### config.mk
export PLATFORM = sky130hd
export DESIGN_NAME = submem_loader
export DESIGN_NICKNAME = d
export VERILOG_FILES = /design/src/rtl/submem_loader_pkg.sv /design/src/rtl/submem_loader_rd_fifo.sv /design/src/rtl/submem_loader.sv
export SDC_FILE = /design/constraint.sdc
export NUM_CORES = 1
export LEC_CHECK = 0
export ABC_AREA = 1
export BUFFER_PORTS_ARGS = -buffer_cell sky130_fd_sc_hd__buf_2
export CAP_MARGIN = 30
export CORE_UTILIZATION = 49
export DETAILED_ROUTE_END_ITERATION = 12
export PLACE_DENSITY = 0.78
export SYNTH_ARGS = -nofsm -noshare
export SYNTH_HDL_FRONTEND = slang
export SYNTH_SLANG_ARGS = --single-unit
### constraint.sdc
create_clock -name clk -period 2.11 [get_ports clk]
set_input_delay 0.1055 -clock clk [delete_from_list [all_inputs] [get_ports clk]]
set_output_delay 0.1055 -clock clk [all_outputs]
set_load 0.01 [all_outputs]
### src/rtl/submem_loader_pkg.sv
// submem_loader_pkg
//   Shared types for the subcore data-memory loader.
//   - data_in        : one main-write lane into the subcore {addr, din, we}
//   - submem_state_t : loader FSM states
//   - SUBMEM_OP_*    : cmd_op encodings
package submem_loader_pkg;

  localparam int DMEM_ADDR_W    = 17;
  localparam int DATA_MEM_DEPTH = 1 << DMEM_ADDR_W;

  localparam logic SUBMEM_OP_WRITE = 1'b0;
  localparam logic SUBMEM_OP_READ  = 1'b1;

  typedef struct packed {
    logic [DMEM_ADDR_W-1:0] addr;
    logic [31:0]            din;
    logic                   we;
  } data_in;

  typedef enum logic [2:0] {
    IDLE,
    WAIT_HALT,
    WRITE,
    READ,
    DRAIN,
    DONE
  } submem_state_t;

endpackage

### src/rtl/submem_loader_rd_fifo.sv
// submem_rd_fifo
//   Synchronous FIFO holding fetched words until the read consumer takes them.
//   Ports:
//     clk, rst      clock, synchronous active-high reset
//     push, din     write side (ignored when full)
//     pop, dout     read side, dout is the head word (ignored when empty)
//     count         current occupancy
//     full, empty   occupancy flags
module submem_rd_fifo #(
  parameter  int DEPTH = 4,
  parameter  int WIDTH = 32,
  localparam int CNT_W = $clog2(DEPTH + 1),
  localparam int PTR_W = (DEPTH > 1) ? $clog2(DEPTH) : 1
) (
  input  logic             clk,
  input  logic             rst,
  input  logic             push,
  input  logic [WIDTH-1:0] din,
  input  logic             pop,
  output logic [WIDTH-1:0] dout,
  output logic [CNT_W-1:0] count,
  output logic             full,
  output logic             empty
);

  logic [WIDTH-1:0] mem_q [DEPTH];
  logic [WIDTH-1:0] mem_d [DEPTH];
  logic [PTR_W-1:0] wr_ptr_q, wr_ptr_d;
  logic [PTR_W-1:0] rd_ptr_q, rd_ptr_d;
  logic [CNT_W-1:0] count_q, count_d;
  logic             do_push, do_pop;

  function automatic logic [PTR_W-1:0] next_ptr(input logic [PTR_W-1:0] p);
    return (p == PTR_W'(DEPTH - 1)) ? '0 : p + PTR_W'(1);
  endfunction

  assign full  = (count_q == CNT_W'(DEPTH));
  assign empty = (count_q == '0);
  assign count = count_q;
  assign dout  = mem_q[rd_ptr_q];

  always_comb begin
    mem_d    = mem_q;
    wr_ptr_d = wr_ptr_q;
    rd_ptr_d = rd_ptr_q;
    count_d  = count_q;
    do_push  = push && !full;
    do_pop   = pop && !empty;
    if (do_push) begin
      mem_d[wr_ptr_q] = din;
      wr_ptr_d        = next_ptr(wr_ptr_q);
    end
    if (do_pop) begin
      rd_ptr_d = next_ptr(rd_ptr_q);
    end
    case ({do_push, do_pop})
      2'b10:   count_d = count_q + CNT_W'(1);
      2'b01:   count_d = count_q - CNT_W'(1);
      default: count_d = count_q;
    endcase
  end

  always_ff @(posedge clk) begin
    if (rst) begin
      mem_q    <= '{default: '0};
      wr_ptr_q <= '0;
      rd_ptr_q <= '0;
      count_q  <= '0;
    end else begin
      mem_q    <= mem_d;
      wr_ptr_q <= wr_ptr_d;
      rd_ptr_q <= rd_ptr_d;
      count_q  <= count_d;
    end
  end

endmodule

### src/rtl/submem_loader.sv
// submem_loader
//   Main-core-side engine for a subcore data memory. Block WRITEs go out
//   through the subcore main-write lanes (u = even word, l = odd word);
//   block READs hold the subcore interlock and walk its fetch port.
//   Ports:
//     clk, rst                          clock, synchronous active-high reset
//     cmd_valid/ready, cmd_op/base/len  block command (op 0=WRITE, 1=READ)
//     wr_valid/ready, wr_data           write beats, two words per beat
//     rd_valid/ready, rd_data           read words, one per handshake
//     done, busy                        completion pulse, command in flight
//     sub_halted                        subcore pipeline quiescent
//     sub_interlock                     stalls the subcore during READ
//     sub_fetch_addr/result             subcore fetch port
//     sub_u_wr, sub_l_wr                subcore main-write lanes
//   Optional: SUBMEM_RD_CHECKSUM_EN adds rd_csum, the wrapping sum of the
//   words returned by the current READ.
//
//   state     | meaning
//   IDLE      | cmd_ready, waiting for a command
//   WAIT_HALT | command latched, waiting for the subcore to go quiescent
//   WRITE     | taking write beats, one lane pair per beat
//   READ      | issuing fetches, throttled by FIFO credit
//   DRAIN     | all fetches issued, waiting for returns and FIFO to empty
//   DONE      | one-cycle done pulse
module submem_loader
  import submem_loader_pkg::*;
#(
  parameter int ADDR_W        = $clog2(DATA_MEM_DEPTH),
  parameter int LEN_W         = 16,
  parameter int FETCH_LAT     = 3,
  parameter int RD_FIFO_DEPTH = 4
) (
  input  logic              clk,
  input  logic              rst,
  input  logic              cmd_valid,
  output logic              cmd_ready,
  input  logic              cmd_op,
  input  logic [ADDR_W-1:0] cmd_base,
  input  logic [LEN_W-1:0]  cmd_len,
  input  logic              wr_valid,
  output logic              wr_ready,
  input  logic [63:0]       wr_data,
  output logic              rd_valid,
  input  logic              rd_ready,
  output logic [31:0]       rd_data,
  output logic              done,
  output logic              busy,
  input  logic              sub_halted,
  output logic              sub_interlock,
  output logic [31:0]       sub_fetch_addr,
  input  logic [31:0]       sub_fetch_result,
`ifdef SUBMEM_RD_CHECKSUM_EN
  output logic [31:0]       rd_csum,
`endif
  output data_in            sub_u_wr,
  output data_in            sub_l_wr
);

  localparam int FCNT_W = $clog2(RD_FIFO_DEPTH + 1);
  localparam int OCNT_W = $clog2(FETCH_LAT + 1);

  submem_state_t        state_q, state_d;
  logic                 op_q, op_d;
  logic [ADDR_W-1:0]    addr_q, addr_d;
  logic [LEN_W-1:0]     rem_q, rem_d;
  logic [ADDR_W-1:0]    fetch_addr_q, fetch_addr_d;
  logic [FETCH_LAT-1:0] pend_q, pend_d;
  logic [OCNT_W-1:0]    outst_q, outst_d;
  data_in               u_wr_q, u_wr_d;
  data_in               l_wr_q, l_wr_d;
`ifdef SUBMEM_RD_CHECKSUM_EN
  logic [31:0]          csum_q, csum_d;
`endif

  logic              issue;
  logic              push;
  logic              fifo_full, fifo_empty;
  logic [FCNT_W-1:0] fifo_count;

  submem_rd_fifo #(
    .DEPTH (RD_FIFO_DEPTH),
    .WIDTH (32)
  ) u_rd_fifo (
    .clk   (clk),
    .rst   (rst),
    .push  (push),
    .din   (sub_fetch_result),
    .pop   (rd_ready),
    .dout  (rd_data),
    .count (fifo_count),
    .full  (fifo_full),
    .empty (fifo_empty)
  );

  // A fetch result is valid FETCH_LAT cycles after its address is driven;
  // only slots that carried a real issue reach the FIFO.
  assign push = pend_q[FETCH_LAT-1];

  assign rd_valid       = !fifo_empty;
  assign cmd_ready      = (state_q == IDLE);
  assign done           = (state_q == DONE);
  assign busy           = (state_q != IDLE) && (state_q != DONE);
  assign sub_interlock  = (state_q == READ) || (state_q == DRAIN);
  assign sub_fetch_addr = 32'(issue ? addr_q : fetch_addr_q);
  assign sub_u_wr       = u_wr_q;
  assign sub_l_wr       = l_wr_q;
`ifdef SUBMEM_RD_CHECKSUM_EN
  assign rd_csum        = csum_q;
`endif

  always_comb begin
    state_d      = state_q;
    op_d         = op_q;
    addr_d       = addr_q;
    rem_d        = rem_q;
    fetch_addr_d = fetch_addr_q;
    u_wr_d       = u_wr_q;
    u_wr_d.we    = 1'b0;
    l_wr_d       = l_wr_q;
    l_wr_d.we    = 1'b0;
    wr_ready     = 1'b0;
    // Credit counts in-flight fetches plus stored words, so the FIFO can
    // never be asked to take a word it has no room for.
    issue        = (state_q == READ) && (rem_q != '0) && !fifo_full &&
                   (int'(outst_q) + int'(fifo_count) < RD_FIFO_DEPTH);
    pend_d       = pend_q << 1;
    pend_d[0]    = issue;
    outst_d      = outst_q + OCNT_W'(issue) - OCNT_W'(push);
`ifdef SUBMEM_RD_CHECKSUM_EN
    csum_d       = push ? csum_q + sub_fetch_result : csum_q;
`endif

    case (state_q)
      IDLE: begin
        if (cmd_valid) begin
          op_d    = cmd_op;
          addr_d  = cmd_base;
          rem_d   = cmd_len;
          state_d = (cmd_len == '0) ? DONE : WAIT_HALT;
`ifdef SUBMEM_RD_CHECKSUM_EN
          csum_d  = '0;
`endif
        end
      end
      WAIT_HALT: begin
        if (sub_halted) begin
          state_d = (op_q == SUBMEM_OP_READ) ? READ : WRITE;
        end
      end
      WRITE: begin
        wr_ready = (rem_q != '0);
        if (wr_valid && wr_ready) begin
          u_wr_d.addr = addr_q;
          u_wr_d.din  = wr_data[31:0];
          u_wr_d.we   = 1'b1;
          l_wr_d.addr = addr_q + ADDR_W'(1);
          l_wr_d.din  = wr_data[63:32];
          l_wr_d.we   = (rem_q >= LEN_W'(2));
          addr_d      = addr_q + ADDR_W'(2);
          rem_d       = (rem_q >= LEN_W'(2)) ? rem_q - LEN_W'(2) : '0;
          if (rem_q <= LEN_W'(2)) begin
            state_d = DONE;
          end
        end
      end
      READ: begin
        if (issue) begin
          fetch_addr_d = addr_q;
          addr_d       = addr_q + ADDR_W'(1);
          rem_d        = rem_q - LEN_W'(1);
          if (rem_q == LEN_W'(1)) begin
            state_d = DRAIN;
          end
        end
      end
      DRAIN: begin
        if ((outst_q == '0) && fifo_empty) begin
          state_d = DONE;
        end
      end
      DONE: begin
        state_d = IDLE;
      end
      default: begin
        state_d = IDLE;
      end
    endcase
  end

  always_ff @(posedge clk) begin
    if (rst) begin
      state_q      <= IDLE;
      op_q         <= SUBMEM_OP_WRITE;
      addr_q       <= '0;
      rem_q        <= '0;
      fetch_addr_q <= '0;
      pend_q       <= '0;
      outst_q      <= '0;
      u_wr_q       <= '0;
      l_wr_q       <= '0;
`ifdef SUBMEM_RD_CHECKSUM_EN
      csum_q       <= '0;
`endif
    end else begin
      state_q      <= state_d;
      op_q         <= op_d;
      addr_q       <= addr_d;
      rem_q        <= rem_d;
      fetch_addr_q <= fetch_addr_d;
      pend_q       <= pend_d;
      outst_q      <= outst_d;
      u_wr_q       <= u_wr_d;
      l_wr_q       <= l_wr_d;
`ifdef SUBMEM_RD_CHECKSUM_EN
      csum_q       <= csum_d;
`endif
    end
  end

endmodule

==> impl_metrics.yaml <==
status:
  status: "finished with violations"
  violations: "negative setup slack"
global_route:
  antenna_found_initial: 2
  overflow: 0
  grt_max_degree: 158
  grt_pass1_wl_um: 72600
  grt_pass1_vias: 14500
  grt_usage_pct: 31.3
placement:
  preCtsSetupSlack_ps: 160
  dpl.hpwl_um: 27600
  portBuffers: 290
  gp_congestion: 0.921
drt:
  wl_per_cell_um: 17.0
  route.detailed.drc: 0
  vias: 15400
  drtIter0Drc: 1611
  wl_um: 46700
  ant_nets: 0
  viasPerCell: 5.58
  first_pass_iters: 7
yosys:
  yosysUniqueCellTypes: 36
  synth_seq_cells: 294
  postSynthCellCount: 1963
  ys_seq_area_share_pct: 43.1
  synth_top_area_cell: "dfxtp_1"
  ys.warnings.count: 0
  synth_top_cell_area_share_pct: 43.1
  netlist_area_um2: 13600
  synth_ff_type: "dfxtp_1"
  synth_edf_count: 0
  yosysMostFrequentCell: "nand2_1"
  synth.cells.most_frequent: "338 x nand2_1, 337 x nor2_1, 294 x dfxtp_1"
  netlist_top_cells_area: "dfxtp_1 43%, nand2_1 9.3%, nor2_1 9.3%"
  avgSynthCellArea_um2: 6.95
  synth-async-reset-ratio_pct: 0
power_and_ir_drop:
  power_density_nw_per_um2: 1010
  power_frac_comb_pct: 31.3
  clockPowerShare_pct: 32.0
  ir_drop_mv: 0.621
  power_leakage_nw: 8.37
  seqPwrFrac_pct: 36.6
  net-switching-power_mw: 6.70
  switching_share_pct: 36.1
  power.internal_mw: 11.9
clocking:
  clock_path_buffers: 3
  clock_sink_count: 294
  cts_buffers: 34
  ctsHtreeMaxLevel: 2
  clk_pin_slew_ps: 60
  cts_tree: "built"
  root_buffer: "clkbuf_16"
  clk_latency_ps: 520
timing:
  worst_pin_slew_ps: 746
  hold_violations: 0
  timing.setup.tns_ps: -533
  finalSetupViolations: 17
  fin_crit_ps: 2160
  fin_crit_sh_pct: 102
  max_slew_margin_pct: 50.2
  setup_ws_ps: -50.8
  skew_ps: 23.0
  rsz0062_at_grt: "true"
  report.final.slew_viol_count: 0
  max_freq_mhz: 463
setup_path:
  worstRegToRegCells: 12
  crit_path_end_kind: "primary output"
  crit_slowest_cell: "dfxtp_2"
  rrSetupSlack_ps: 90
  critPathMaxStageDelay_ps: 320
  arrival_ps: 2060
  required_ps: 2000
  cp-start-kind: "flip-flop"
  cp_common_cell: "nand2_4"
  timing.rr.end: "sub_u_wr[41]"
  crit_fanout: 8
  path_class: "reg2out"
  r2r-start: "rem_q[1]"
  cp_cell_sequence: "inv_2 -> ha_4 -> nand2_4 -> nor2_4 -> nand2_4 -> nand2_8 -> inv_8 -> or2_4 -> o21ai_4 -> inv_1 -> buf_2"
worst_hold_path:
  whs_path_depth: 5
  worst_hold_path.endpoint: "rem_q[14]"
  hold_class: "in2reg"
  hold_path_startpoint: "cmd_len[14]"
die:
  io-pin-count: 306
  core_area_um2: 27200
  start_util_pct: 50.2
  die_area_um2: 28500
  die_h_um: 169
  die_w_um: 169
  rows: 60
finish:
  nets: 2508
  layout-drive-gt1-share_pct: 22.0
  area_delta_synth_final_pct: 34.8
job:
  maxCapViolCount: 0
==> per-stage QoR <==
step                cells  total power, mW  area, um^2  hold slack [ps]  util, %
floorplan            1977             9.97       13700              240        -
global placement     2542             11.4       15400              326     56.5
detailed placement   2542             11.6       15400              334     56.5
CTS                  2746             18.2       18200             6.67     67.1
global route         2753             19.4       18400             31.6     67.7
finish               2753             18.6       18400             19.9     67.7
==> layout make-up <==
cell class | instances | area, um^2
Antenna cell | 2 | 5.00
Timing Repair Buffer | 487 | 3450
Clock buffer | 48 | 985
Sequential cell | 294 | 5920
Fill cell | 2114 | 8780
Clock inverter | 13 | 150
Multi-Input combinational cell | 1432 | 6990
Tap cell | 372 | 465
Inverter | 103 | 409
Timing Repair inverter | 2 | 20.0
==> worst max-delay path by stage <==
stage                                  start            endpoint  slack (ps)  cells after the start
final                               rem_q[0]   sub_fetch_addr[1]         -50                     11
after floorplan                   outst_q[1]          outst_q[1]           3                     13
after global placement            outst_q[1]          outst_q[1]         150                     11
after global routing                rem_q[0]   sub_fetch_addr[5]        -120                     11
after detailed placement          outst_q[1]          outst_q[1]         160                     11
after CTS                 u_rd_fifo.count[1]  sub_fetch_addr[11]         -60                     10
==> sequential cells by signal, summed over array words and instances (netlist names) <==
signal and count:
sub_u_wr 50, sub_l_wr 50, fetch_addr_q 17, outst_q 2
state_q 3, u_rd_fifo.wr_ptr_q 2, u_rd_fifo.count 3, pend_q 3
u_rd_fifo.mem_q 128, op_q 1, addr_q 17, u_rd_fifo.rd_ptr_q 2
rem_q 16
==> cell usage in the layout (no fill, tap or decap), drive strengths merged <==
master / n
o22ai: 34
nand2: 347
inv: 104
diode: 2
nor3: 6
conb: 15
or2: 18
clkinvlp: 3
dlygate4sd3: 122
clkbuf: 49
and3: 1
dfxtp: 294
a31oi: 1
nand3: 205
o311ai: 1
o211ai: 6
xor2: 18
o21ai: 224
clkinv: 9
bufinv: 2
fa: 1
buf: 364
ha: 17
nand4: 6
nor2: 345
a21oi: 186
o21a: 1
==> power by group through the flow <==
stage / clock, mW / combinational (mW) / sequential, mW
floorplan: 0 / 3.25 / 6.72
global placement: 0 / 4.68 / 6.74
detailed placement: 0 / 4.81 / 6.77
CTS: 5.99 / 5.46 / 6.74
global route: 6.23 / 6.34 / 6.86
finish: 5.94 / 5.82 / 6.80
==> timing repair <==
item,CTS,global route
hold buffers,122,0
cloned,3,0
pin swaps,11,9
setup endpoints to repair,23,58
buffers inserted,18,5
gates resized for setup,118,41
endpoints found under the hold margin,217,0
==> worst max-delay path, delay by kind of cell, from the launching register on <==
kind | cells | cell delay, ps
adder cells (fa/ha/maj) | 1 | 140
AO/OA/AOI/OAI | 1 | 70
AND/OR/NAND/NOR | 5 | 660
buffers and inverters | 4 | 330
flip-flops | 1 | 320
==> logic make-up (layout without fill, tap and decap cells) <==
logic type	after synthesis	after routing	share of synthesized area, %
and+or+nand+nor	928	928	28.5
adders and majority gates	18	18	1.70
DFF	294	294	43.1
other	1	17	0.0275
buffers and inverters	251	653	8.37
xor gates and xnor gates	18	18	1.16
AOI/OAI and AO/OA	453	453	17.1
==> per-layer routing <==
| layer | vias up | global-route usage, % | routed length, um | share of wire [%] |
|---|---|---|---|---|
| met4 | 0 | 15.7 | 2120 | 4.5 |
| met3 | 170 | 5.99 | 4080 | 8.7 |
| met2 | 856 | 54.3 | 22700 | 49 |
| met5 | - | 0 | 0 | 0 |
| li1 | 7201 | - | - | - |
| met1 | 7138 | 36.9 | 17800 | 38 |
Power figures use the tool's default switching activity.
